<file path="src/rtl/mips_pkg.sv">
// Shared definitions for the MIPS pipeline stages.
//   state_t : MEM-stage access FSM states (IDLE, REQ, DONE)
//   SZ_*    : access size codes carried on size_in (2'b11 behaves as word)
package mips_pkg;

  typedef enum logic [1:0] {
    IDLE = 2'd0,
    REQ  = 2'd1,
    DONE = 2'd2
  } state_t;

  localparam logic [1:0] SZ_BYTE = 2'b00;
  localparam logic [1:0] SZ_HALF = 2'b01;
  localparam logic [1:0] SZ_WORD = 2'b10;

endpackage

</file>
<file path="src/rtl/mem_access_stage_if.sv">
// Data-memory bus with a req/ack handshake.
//   mem_req   : request, held until ack or abort
//   mem_we    : write enable
//   mem_addr  : word-aligned byte address
//   mem_be    : byte enables (little-endian lanes)
//   mem_wdata : lane-replicated store data
//   mem_rdata : read data, valid with mem_ack
//   mem_ack   : single-cycle completion pulse
// master = MEM stage, slave = memory.
interface mem_access_stage_if;
  logic        mem_req;
  logic        mem_we;
  logic [31:0] mem_addr;
  logic [3:0]  mem_be;
  logic [31:0] mem_wdata;
  logic [31:0] mem_rdata;
  logic        mem_ack;

  modport master (
    output mem_req, mem_we, mem_addr, mem_be, mem_wdata,
    input  mem_rdata, mem_ack
  );

  modport slave (
    input  mem_req, mem_we, mem_addr, mem_be, mem_wdata,
    output mem_rdata, mem_ack
  );
endinterface

</file>
<file path="src/rtl/mem_align.sv">
// Combinational lane logic for the MEM stage.
//   addr_lo     : effective address bits [1:0]
//   size        : SZ_BYTE / SZ_HALF / SZ_WORD (11 = word)
//   is_unsigned : zero-extend loads instead of sign-extend
//   wd          : raw store data (rt)
//   rdata       : raw memory read word
//   be          : byte enables for the access
//   wdata       : store data replicated across lanes
//   load_data   : selected and extended load value
//   misaligned  : half on odd address or word not on a 4-byte boundary
module mem_align
  import mips_pkg::*;
(
  input  logic [1:0]  addr_lo,
  input  logic [1:0]  size,
  input  logic        is_unsigned,
  input  logic [31:0] wd,
  input  logic [31:0] rdata,
  output logic [3:0]  be,
  output logic [31:0] wdata,
  output logic [31:0] load_data,
  output logic        misaligned
);

  logic [7:0]  byte_sel;
  logic [15:0] half_sel;

  always_comb begin
    byte_sel   = rdata[{addr_lo, 3'b000} +: 8];
    half_sel   = addr_lo[1] ? rdata[31:16] : rdata[15:0];
    be         = 4'b1111;
    wdata      = wd;
    load_data  = rdata;
    misaligned = 1'b0;
    case (size)
      SZ_BYTE: begin
        be        = 4'b0001 << addr_lo;
        wdata     = {4{wd[7:0]}};
        load_data = is_unsigned ? {24'h0, byte_sel} : {{24{byte_sel[7]}}, byte_sel};
      end
      SZ_HALF: begin
        be         = addr_lo[1] ? 4'b1100 : 4'b0011;
        wdata      = {2{wd[15:0]}};
        load_data  = is_unsigned ? {16'h0, half_sel} : {{16{half_sel[15]}}, half_sel};
        misaligned = addr_lo[0];
      end
      default: begin
        misaligned = |addr_lo;
      end
    endcase
  end

endmodule

</file>
<file path="src/rtl/mem_access_stage.sv">
// MEM stage of the 5-stage MIPS pipeline.
//   clk, rst         : pipeline clock, async active-low reset
//   *_in / *In       : EX/MEM register fields (AluResIn is the address)
//   *_out / *Out     : MEM/WB register fields; pass-throughs are combinational
//   read_data_out    : aligned/extended load data, valid in the DONE cycle
//   stall_out        : freezes upstream while an access is in flight
//   misalign_out     : one-cycle misaligned-access flag
//   bus_err_out      : one-cycle flag for an access aborted on timeout
//   bus              : data-memory req/ack bus (master side)
module mem_access_stage
  import mips_pkg::*;
#(
  parameter int TIMEOUT = 16,
  parameter int CNT_W   = 5
) (
  input  logic        clk,
  input  logic        rst,
  input  logic        valid_in,
  input  logic [31:0] AluResIn,
  input  logic [31:0] write_data_in,
  input  logic        MemReadIn,
  input  logic        MemWriteIn,
  input  logic [1:0]  size_in,
  input  logic        unsigned_in,
  input  logic [4:0]  write_reg_in,
  input  logic [31:0] pc_in,
  input  logic        MemtoRegIn,
  input  logic        DatacIn,
  input  logic        RegwriteIn,
  output logic [4:0]  write_reg_out,
  output logic [31:0] pc_out,
  output logic [31:0] AluResOut,
  output logic        MemtoRegOut,
  output logic        DatacOut,
  output logic        RegwriteOut,
  output logic [31:0] read_data_out,
  output logic        stall_out,
  output logic        misalign_out,
  output logic        bus_err_out,
  mem_access_stage_if.master bus
);

  state_t state, next_state;

  logic             mem_we_q;
  logic [31:0]      mem_addr_q;
  logic [3:0]       mem_be_q;
  logic [31:0]      mem_wdata_q;
  logic [31:0]      rdata_q;
  logic [CNT_W-1:0] cnt;
  logic             err_q;

  logic        mem_op;
  logic        launch;
  logic        stall;
  logic        misalign;
  logic        bus_err;
  logic        timeout_hit;
  logic [3:0]  al_be;
  logic [31:0] al_wdata;
  logic [31:0] al_load;
  logic        al_misaligned;

  mem_align u_align (
    .addr_lo     (AluResIn[1:0]),
    .size        (size_in),
    .is_unsigned (unsigned_in),
    .wd          (write_data_in),
    .rdata       (bus.mem_rdata),
    .be          (al_be),
    .wdata       (al_wdata),
    .load_data   (al_load),
    .misaligned  (al_misaligned)
  );

  assign mem_op      = valid_in & (MemReadIn | MemWriteIn);
  assign timeout_hit = (cnt == CNT_W'(TIMEOUT - 1));

  always_ff @(posedge clk or negedge rst) begin
    if (!rst) state <= IDLE;
    else      state <= next_state;
  end

  always_comb begin
    next_state = state;
    launch     = 1'b0;
    stall      = 1'b0;
    misalign   = 1'b0;
    bus_err    = 1'b0;
    case (state)
      IDLE: begin
        if (mem_op) begin
          if (al_misaligned) begin
            misalign = 1'b1;
          end else begin
            stall      = 1'b1;
            launch     = 1'b1;
            next_state = REQ;
          end
        end
      end
      REQ: begin
        stall = 1'b1;
        if (bus.mem_ack || timeout_hit) next_state = DONE;
      end
      DONE: begin
        bus_err    = err_q;
        next_state = IDLE;
      end
      default: next_state = IDLE;
    endcase
  end

  always_ff @(posedge clk or negedge rst) begin
    if (!rst) begin
      mem_we_q    <= 1'b0;
      mem_addr_q  <= '0;
      mem_be_q    <= '0;
      mem_wdata_q <= '0;
      rdata_q     <= '0;
      cnt         <= '0;
      err_q       <= 1'b0;
    end else begin
      case (state)
        IDLE: begin
          if (launch) begin
            mem_addr_q  <= {AluResIn[31:2], 2'b00};
            mem_we_q    <= MemWriteIn;
            mem_be_q    <= al_be;
            mem_wdata_q <= al_wdata;
            cnt         <= '0;
            err_q       <= 1'b0;
          end
        end
        REQ: begin
          // Upstream is frozen during REQ, so size/unsigned/addr inputs
          // still describe this access when the ack arrives.
          if (bus.mem_ack) begin
            rdata_q <= mem_we_q ? '0 : al_load;
          end else if (timeout_hit) begin
            rdata_q <= '0;
            err_q   <= 1'b1;
          end else begin
            cnt <= cnt + CNT_W'(1);
          end
        end
        DONE:    err_q <= 1'b0;
        default: ;
      endcase
    end
  end

  assign bus.mem_req   = (state == REQ);
  assign bus.mem_we    = mem_we_q;
  assign bus.mem_addr  = mem_addr_q;
  assign bus.mem_be    = mem_be_q;
  assign bus.mem_wdata = mem_wdata_q;

  assign write_reg_out = write_reg_in;
  assign pc_out        = pc_in;
  assign AluResOut     = AluResIn;
  assign MemtoRegOut   = MemtoRegIn;
  assign DatacOut      = DatacIn;

  // Combinational flags are masked by rst so they read 0 while reset is
  // asserted, independent of whatever sits on the inputs.
  assign stall_out     = rst & stall;
  assign misalign_out  = rst & misalign;
  assign bus_err_out   = rst & bus_err;
  assign RegwriteOut   = rst & RegwriteIn & ~misalign & ~bus_err;
  assign read_data_out = (state == DONE) ? rdata_q : '0;

endmodule

</file>
<file path="src/flat_wrapper.sv">
// flat-port wrapper written by rule: the top's interface ports become plain ports
module mem_access_stage_flat import mips_pkg::*;
#(
  parameter int TIMEOUT = 16,
  parameter int CNT_W   = 5
)
  (clk, rst, valid_in, AluResIn, write_data_in, MemReadIn, MemWriteIn, size_in, unsigned_in, write_reg_in, pc_in, MemtoRegIn, DatacIn, RegwriteIn, write_reg_out, pc_out, AluResOut, MemtoRegOut, DatacOut, RegwriteOut, read_data_out, stall_out, misalign_out, bus_err_out, bus_mem_req, bus_mem_we, bus_mem_addr, bus_mem_be, bus_mem_wdata, bus_mem_rdata, bus_mem_ack);
  mem_access_stage_if bus_i ();
  input  logic clk;
  input  logic rst;
  input  logic valid_in;
  input  logic [31:0] AluResIn;
  input  logic [31:0] write_data_in;
  input  logic MemReadIn;
  input  logic MemWriteIn;
  input  logic [1:0] size_in;
  input  logic unsigned_in;
  input  logic [4:0] write_reg_in;
  input  logic [31:0] pc_in;
  input  logic MemtoRegIn;
  input  logic DatacIn;
  input  logic RegwriteIn;
  output logic [4:0] write_reg_out;
  output logic [31:0] pc_out;
  output logic [31:0] AluResOut;
  output logic MemtoRegOut;
  output logic DatacOut;
  output logic RegwriteOut;
  output logic [31:0] read_data_out;
  output logic stall_out;
  output logic misalign_out;
  output logic bus_err_out;
  output wire logic [$bits(bus_i.mem_req)-1:0] bus_mem_req;
  output wire logic [$bits(bus_i.mem_we)-1:0] bus_mem_we;
  output wire logic [$bits(bus_i.mem_addr)-1:0] bus_mem_addr;
  output wire logic [$bits(bus_i.mem_be)-1:0] bus_mem_be;
  output wire logic [$bits(bus_i.mem_wdata)-1:0] bus_mem_wdata;
  input wire logic [$bits(bus_i.mem_rdata)-1:0] bus_mem_rdata;
  input wire logic [$bits(bus_i.mem_ack)-1:0] bus_mem_ack;
  assign bus_mem_req = bus_i.mem_req;
  assign bus_mem_we = bus_i.mem_we;
  assign bus_mem_addr = bus_i.mem_addr;
  assign bus_mem_be = bus_i.mem_be;
  assign bus_mem_wdata = bus_i.mem_wdata;
  assign bus_i.mem_rdata = bus_mem_rdata;
  assign bus_i.mem_ack = bus_mem_ack;
  mem_access_stage #(.TIMEOUT(TIMEOUT), .CNT_W(CNT_W)) u_core (.clk(clk), .rst(rst), .valid_in(valid_in), .AluResIn(AluResIn), .write_data_in(write_data_in), .MemReadIn(MemReadIn), .MemWriteIn(MemWriteIn), .size_in(size_in), .unsigned_in(unsigned_in), .write_reg_in(write_reg_in), .pc_in(pc_in), .MemtoRegIn(MemtoRegIn), .DatacIn(DatacIn), .RegwriteIn(RegwriteIn), .write_reg_out(write_reg_out), .pc_out(pc_out), .AluResOut(AluResOut), .MemtoRegOut(MemtoRegOut), .DatacOut(DatacOut), .RegwriteOut(RegwriteOut), .read_data_out(read_data_out), .stall_out(stall_out), .misalign_out(misalign_out), .bus_err_out(bus_err_out), .bus(bus_i));
endmodule
</file>
<file path="config.mk">
export PLATFORM = sky130hd
export DESIGN_NAME = mem_access_stage_flat
export DESIGN_NICKNAME = d
export VERILOG_FILES = /design/src/rtl/mips_pkg.sv /design/src/rtl/mem_access_stage_if.sv /design/src/rtl/mem_align.sv /design/src/rtl/mem_access_stage.sv /design/src/flat_wrapper.sv
export SDC_FILE = /design/constraint.sdc
export NUM_CORES = 1
export LEC_CHECK = 0
export CAP_MARGIN = 20
export CORE_UTILIZATION = 39
export CTS_CLUSTER_DIAMETER = 100
export DETAILED_ROUTE_END_ITERATION = 6
export PLACE_DENSITY = 0.78
export SETUP_SLACK_MARGIN = 0.5
export SLEW_MARGIN = 5
export SYNTH_ARGS = -nofsm -noshare
export SYNTH_HDL_FRONTEND = slang
export SYNTH_SLANG_ARGS = --single-unit
export TNS_END_PERCENT = 100
</file>
<file path="constraint.sdc">
create_clock -name clk -period 2.4 [get_ports clk]
set_input_delay 0.24 -clock clk [delete_from_list [all_inputs] [get_ports clk]]
set_output_delay 0.24 -clock clk [all_outputs]
set_load 0.01 [all_outputs]
</file>
==> impl_metrics.json, run 1 <==
{
  "worst_slew_pin_slew_ns": 0.873,
  "grt_max_degree": 67,
  "drtIter0Drc": 246,
  "numPortBuffers": 241,
  "fin_setup_tns_ns": 0,
  "netlist_area_mm2": 0.00580,
  "hold-path-endpoint": "u_core.bus.mem_we$_DFFE_PN0P_",
  "viasPerCell": 5.26,
  "synth-edff-count": 0,
  "fp.coreArea_mm2": 0.0145,
  "hpwl_um": 12400,
  "worstPathArrival_ns": 2.29,
  "rsz0062_at_grt": "true",
  "final_common_cell": "clkdlybuf4s50_1",
  "top_usage_layer": "met2",
  "critical_path_required_ns": 2.68,
  "synth_cell_type_count": 49,
  "finalSetupViolations": 0,
  "max_freq_mhz": 497,
  "reg2reg_slack_ns": 0.39,
  "cts-buffers-inserted": 9,
  "drc_errors": 0,
  "min_path_type": "input port to register",
  "endpoint_kind": "register",
  "io_pins": 322,
  "nFillCells": 1243,
  "use_met2_pct": 38.6,
  "period_share_pct": 83.9,
  "grt_overflow": 0,
  "core.rowCount": 44,
  "met3_usage_pct": 6.32,
  "grt_pass1_wl_um": 25800,
  "clockRootBuffer": "clkbuf_16",
  "fin_skew_ns": 0.0107,
  "p_leak_nw": 3.89,
  "finalWorstSetupSlack_ns": 0.387,
  "pre_cts_ws_ns": 0.0405,
  "grtUsageTotal_pct": 22.1,
  "slew_viol_final": 0,
  "ant_nets": 0,
  "clock_latency_ns": 0.35,
  "met1_usage_pct": 24.8,
  "syn_inst": 542,
  "grt_pass1_vias": 5026,
  "status": "finished, final reports clean",
  "area_growth_pct": 46.3,
  "synth_seq_area_share_pct": 46.1,
  "reg2reg_from": "u_core.cnt[0]$_DFFE_PN0P_",
  "start_util_pct": 39.9,
  "firstDrtPassIters": 4,
  "final_cell_mix": "clkdlybuf4s50_1, dfrtp_1, mux2_1, dlygate4sd2_1, and3_1",
  "vias": 4810,
  "vdd_drop_max_v": 0.000470,
  "synth_top_flop_cell": "dfrtp_1",
  "clockBufferDepth": 2,
  "cts_sinks": 107,
  "reg2reg_depth": 6,
  "criticalPathCategory": "register to register",
  "crit_path_start_kind": "register",
  "hp-start": "MemWriteIn",
  "die_h_um": 124,
  "dieArea_mm2": 0.0154,
  "drive_gt1_share_pct": 13.0,
  "wl_per_cell_um": 18.6,
  "ys_ff_latch": 107,
  "final_net_count": 872,
  "p_per_area_mw_per_mm2": 790,
  "cts.reportedPaths.clkPinSlew_ns": 0.07,
  "drt_wl_total_um": 17000,
  "cts_tree": "done",
  "period_minus_slack_ns": 2.01,
  "postSynthAreaPerCell_um2": 10.7,
  "r2r-end": "u_core.cnt[3]$_DFFE_PN0P_",
  "async_flop_share_pct": 100,
  "cp_max_fo": 6,
  "finalHoldViolations": 0,
  "gp_congestion": 0.904,
  "maxCapViolCount": 0,
  "antenna_found_initial": 0,
  "hold_depth": 2,
  "yosysWarningCount": 0,
  "slew_headroom_pct": 41.8,
  "die_width_um": 124,
  "htreeDepth": 3
}
[state kept, by name, summed over array words and instances, names as in the netlist]
signal / flops
u_core.bus.mem_we: 1
u_core.rdata_q: 32
u_core.cnt: 5
u_core.bus.mem_be: 4
u_core.bus.mem_wdata: 32
u_core.err_q: 1
u_core.bus.mem_addr: 30
u_core.state: 2
[report_power, final]
group | switching, mW | internal, mW | leakage, nW
sequential | 0.329 | 2.39 | 1.31
combinational | 0.970 | 1.39 | 2.43
clock | 0.681 | 0.946 | 0.159
[critical path, stage by stage (launching register included)]
cell and delay [ns]:
dfrtp_1 0.41, ha_2 0.19, and3_4 0.18, ha_4 0.16, or4b_4 0.52, or3_4 0.35, a21oi_2 0.13
[Yosys cell counts (2+ instances only)]
cell type    n  area share, %
buf_4       78             10
mux2i_1     27            4.7
a21o_1       3           0.39
a221o_1     17            2.9
nand3_1      3           0.26
buf_2        8           0.69
and3_1      35            3.8
nand2_1     31            2.0
inv_1       16            1.0
nor2b_1      3           0.32
nor3_1       9           0.78
mux2_1      43            8.3
a32oi_1      8            1.2
and2_1       2           0.22
or3_1        3           0.32
o21ai_0     13            1.1
a21oi_1     28            2.4
clkbuf_1    19            1.2
o21ai_1     11           0.95
mux2_2      11            2.1
nor2_1      24            1.6
o2111ai_1    7            1.1
a2111oi_4    2           0.95
a22o_1       2           0.30
buf_6        6            1.2
xor2_1       2           0.30
o22ai_1      2           0.22
ha_1         2           0.43
dfrtp_1    107             46
[layer usage]
layer  vias to the layer above  part of all wire [%]
li1                       2218                     -
met1                      2347                    38
met2                       199                    51
met3                        46                   8.3
met4                         0                   3.1
met5                         -                     0
[logic make-up after synthesis]
family                   count (synthesis)  share of synthesized area, %
AO/OA/AOI/OAI                          100                          12.6
XOR/XNOR                                 3                         0.453
adder cells (fa/ha/maj)                  2                         0.431
buffers and inverters                  129                          14.3
flip-flops                             107                          46.1
multiplexers                            82                          15.5
other                                    1                        0.0646
AND/OR/NAND/NOR                        118                          10.5
[through the flow]
step / hold WS (ns) / power (mW) / cell area [µm²] / util (%) / instances
global placement: 0.0417 / 4.97 / 7930 / 54.6 / 884
detailed placement: 0.0437 / 5.05 / 7930 / 54.6 / 884
CTS: 0.261 / 6.73 / 8380 / 57.6 / 910
finish: 0.249 / 6.71 / 8490 / 58.4 / 914
global route: 0.272 / 7.06 / 8490 / 58.4 / 913
floorplan: -0.0556 / 3.76 / 5840 / - / 543
[worst max-delay path by stage]
stage	startpoint	endpoint	cells after the start
2_1_floorplan	u_core.cnt[0]$_DFFE_PN0P_	u_core.cnt[3]$_DFFE_PN0P_	7
5_1_grt	u_core.cnt[0]$_DFFE_PN0P_	u_core.cnt[3]$_DFFE_PN0P_	6
6_report	u_core.cnt[0]$_DFFE_PN0P_	u_core.cnt[3]$_DFFE_PN0P_	6
4_1_cts	u_core.cnt[0]$_DFFE_PN0P_	u_core.cnt[3]$_DFFE_PN0P_	6
3_5_place_dp	AluResIn[1]	u_core.rdata_q[28]$_DFFE_PN0P_	6
3_3_place_gp	size_in[0]	RegwriteOut	5
[what timing repair did]
item,4_1_cts,5_1_grt
buffers inserted,9,0
pin swaps,4,0
resized for setup,62,11
endpoints found under the hold margin,1,0
hold buffers,1,0
gates cloned,1,3
endpoints found under the setup margin,76,64
[final cells by class]
class                   instances  area, µm²  share of cell area, %
inverters                      17       63.8                  0.752
multi-input cells             307       2380                   28.0
clock buffers                  10        239                   2.81
well taps                     184        230                   2.71
flip-flops and latches        107       2680                   31.6
diodes                          1       2.50                 0.0295
repair buffers                283       2810                   33.1
clock inverters                 5       86.3                   1.02
(Power assumes the default switching activity.)
==> inputs of run 2 (changes only) <==
--- a/config.mk
+++ b/config.mk
@@ -6,10 +6,10 @@
 export NUM_CORES = 1
 export LEC_CHECK = 0
 export CAP_MARGIN = 20
-export CORE_UTILIZATION = 39
+export CORE_UTILIZATION = 35
 export CTS_CLUSTER_DIAMETER = 100
 export DETAILED_ROUTE_END_ITERATION = 6
-export PLACE_DENSITY = 0.78
+export PLACE_DENSITY = 0.74
 export SETUP_SLACK_MARGIN = 0.5
 export SLEW_MARGIN = 5
 export SYNTH_ARGS = -nofsm -noshare
==> constraint.sdc (replaced) <==
create_clock -name clk -period 1.68 [get_ports clk]
set_input_delay 0.168 -clock clk [delete_from_list [all_inputs] [get_ports clk]]
set_output_delay 0.168 -clock clk [all_outputs]
set_load 0.01 [all_outputs]
==> run 2 against run 1 <==
Compared with the run above:
- the flow now finishes with violations (negative setup slack)
- critical path depth stayed put
- total power is 63% higher
- design area is 22% higher
- sequential power is 49% higher
- critical path type unchanged
- largest power group is now combinational cells
==> impl_metrics.json, run 2 (synthesis results as in run 1) <==
{
  "status": "finished, violations left",
  "violations": "negative setup slack",
  "drc_errors": 0,
  "cts_sinks": 107,
  "switching_share_pct": 32.5,
  "htreeDepth": 3,
  "p_int_mw": 7.37,
  "start_util_pct": 36.1,
  "slew_headroom_pct": 61.8,
  "whs_ns": 0.219,
  "drtIter0Drc": 225,
  "vias": 5403,
  "clockRootBuffer": "clkbuf_16",
  "wl_per_cell_um": 20.1,
  "clock_latency_ns": 0.36,
  "p_leak_nw": 4.77,
  "switchingPower_mw": 3.55,
  "period_share_pct": 118,
  "vdd_drop_max_v": 0.000650,
  "area_growth_pct": 79.1,
  "antenna_cells": 0,
  "grt_overflow": 0,
  "reg2reg_depth": 6,
  "core.rowCount": 46,
  "drt_wl_total_um": 21200,
  "die_width_um": 131,
  "final_net_count": 979,
  "firstDrtPassIters": 6,
  "crit_path_start_kind": "register",
  "maxCapViolCount": 0,
  "pre_cts_ws_ns": -0.534,
  "numPortBuffers": 241,
  "finalHoldViolations": 0,
  "slew_viol_final": 0,
  "final_common_cell": "dfrtp_1",
  "final_cell_mix": "dfrtp_1, clkdlybuf4s50_1, buf_6, buf_4, mux2_4",
  "grt_max_degree": 107,
  "worst_slew_pin_slew_ns": 0.573,
  "ant_nets": 0,
  "final_util_pct": 64.7,
  "rsz0062_at_grt": "true",
  "gp_congestion": 0.833,
  "cts.reportedPaths.clkPinSlew_ns": 0.08,
  "nFillCells": 1187,
  "io_pins": 322,
  "cts_tree": "done",
  "worstPathArrival_ns": 2.28,
  "fin_skew_ns": 0.00787,
  "comb_power_share_pct": 42.0,
  "max_freq_mhz": 503,
  "dieArea_mm2": 0.0171,
  "critical_path_required_ns": 1.97,
  "fin_setup_tns_ns": -21.37,
  "p_total_mw": 10.9,
  "grt_pass1_vias": 5479,
  "clockBufferDepth": 2,
  "drive_gt1_share_pct": 52.9,
  "grt_pass1_wl_um": 30600,
  "antenna_found_initial": 0,
  "min_path_type": "input port to async pin",
  "multi_input_comb_area_mm2": 0.00308,
  "p_per_area_mw_per_mm2": 1050,
  "finalSetupViolations": 130,
  "hpwl_um": 13000,
  "endpoint_kind": "register",
  "seq_power_share_pct": 37.0,
  "power.share.clock_pct": 20.9,
  "seq_area_mm2": 0.00268,
  "criticalPathCategory": "register to register",
  "fp.coreArea_mm2": 0.0161,
  "die_h_um": 131,
  "period_minus_slack_ns": 1.99,
  "viasPerCell": 5.13,
  "cp_max_fo": 4,
  "cts-buffers-inserted": 9,
  "finalWorstSetupSlack_ns": -0.309,
  "grtUsageTotal_pct": 24.0
}
run 2: cell count changes in the layout (fill, tap and decap cells not counted), moves of 17 or more:
cell,previous run,this run
mux2_4,0,47
buf_6,2,83
mux2_1,43,0
buf_4,32,65
and3_4,1,33
a21oi_1,27,10
a21oi_2,1,18
clkbuf_2,0,35
clkdlybuf4s50_1,199,100
buf_2,2,21
and3_1,34,2
run 2: path summary, 6_finish.rpt:
| kind | from | to | slack [ns] |
|---|---|---|---|
| min in group clk | pc_in[5] | pc_out[5] | 0.34 |
| max in group asynchronous | rst | u_core.state[1]$_DFFE_PN0P_ | 0.63 |
| min reg2reg | u_core.bus.mem_addr[18]$_DFFE_PN0P_ | u_core.bus.mem_addr[18]$_DFFE_PN0P_ | 0.51 |
| max | u_core.cnt[0]$_DFFE_PN0P_ | u_core.cnt[3]$_DFFE_PN0P_ | -0.31 |
| max reg2reg | u_core.cnt[0]$_DFFE_PN0P_ | u_core.cnt[3]$_DFFE_PN0P_ | -0.31 |
| min | rst | u_core.err_q$_DFFE_PN0P_ | 0.22 |
run 2: timing repair:
action	in CTS	in global routing
hold endpoints to repair	107	0
pin swaps	30	25
hold buffers	1	0
setup endpoints to repair	243	196
cloned	12	2
gates resized for setup	473	149
buffers inserted	58	19
run 2: per-stage QoR:
step,cells,cell area (µm²)
2_1_floorplan,543,6170
3_3_place_gp,945,8590
3_5_place_dp,945,8590
4_1_cts,1032,9960
5_1_grt,1053,10400
6_report,1053,10400
run 2: layer usage:
metal  up-vias  routed length [µm]  track usage (%)
met1      2684                8600             29.1
met4         0                 438             7.64
li1       2434                   -                -
met3        35                1160             4.56
met5         -                   0                0
met2       250               11000             42.8
run 2: critical path, stage by stage, from the launching register on:
cell and delay [ns]:
dfrtp_1 0.40, ha_2 0.18, and3_4 0.18, ha_4 0.16
or4b_4 0.53, or3_4 0.34, a21oi_2 0.12
run 2: cell type report:
cell class                      count  area share (%)
Multi-Input combinational cell    307            29.7
Clock inverter                      7           0.891
Clock buffer                        9            2.17
Sequential cell                   107            25.8
Tap cell                          216            2.60
Inverter                           17           0.686
Timing Repair Buffer              390            38.2
run 2: power groups by stage:
stage	clock [mW]	combinational [mW]	sequential (mW)
final	2.29	4.59	4.04
after global routing	2.42	4.86	4.12
after CTS	2.33	4.36	3.94
after detailed placement	0	3.83	3.97
after global placement	0	3.74	3.94
after floorplan	0	1.70	4.10
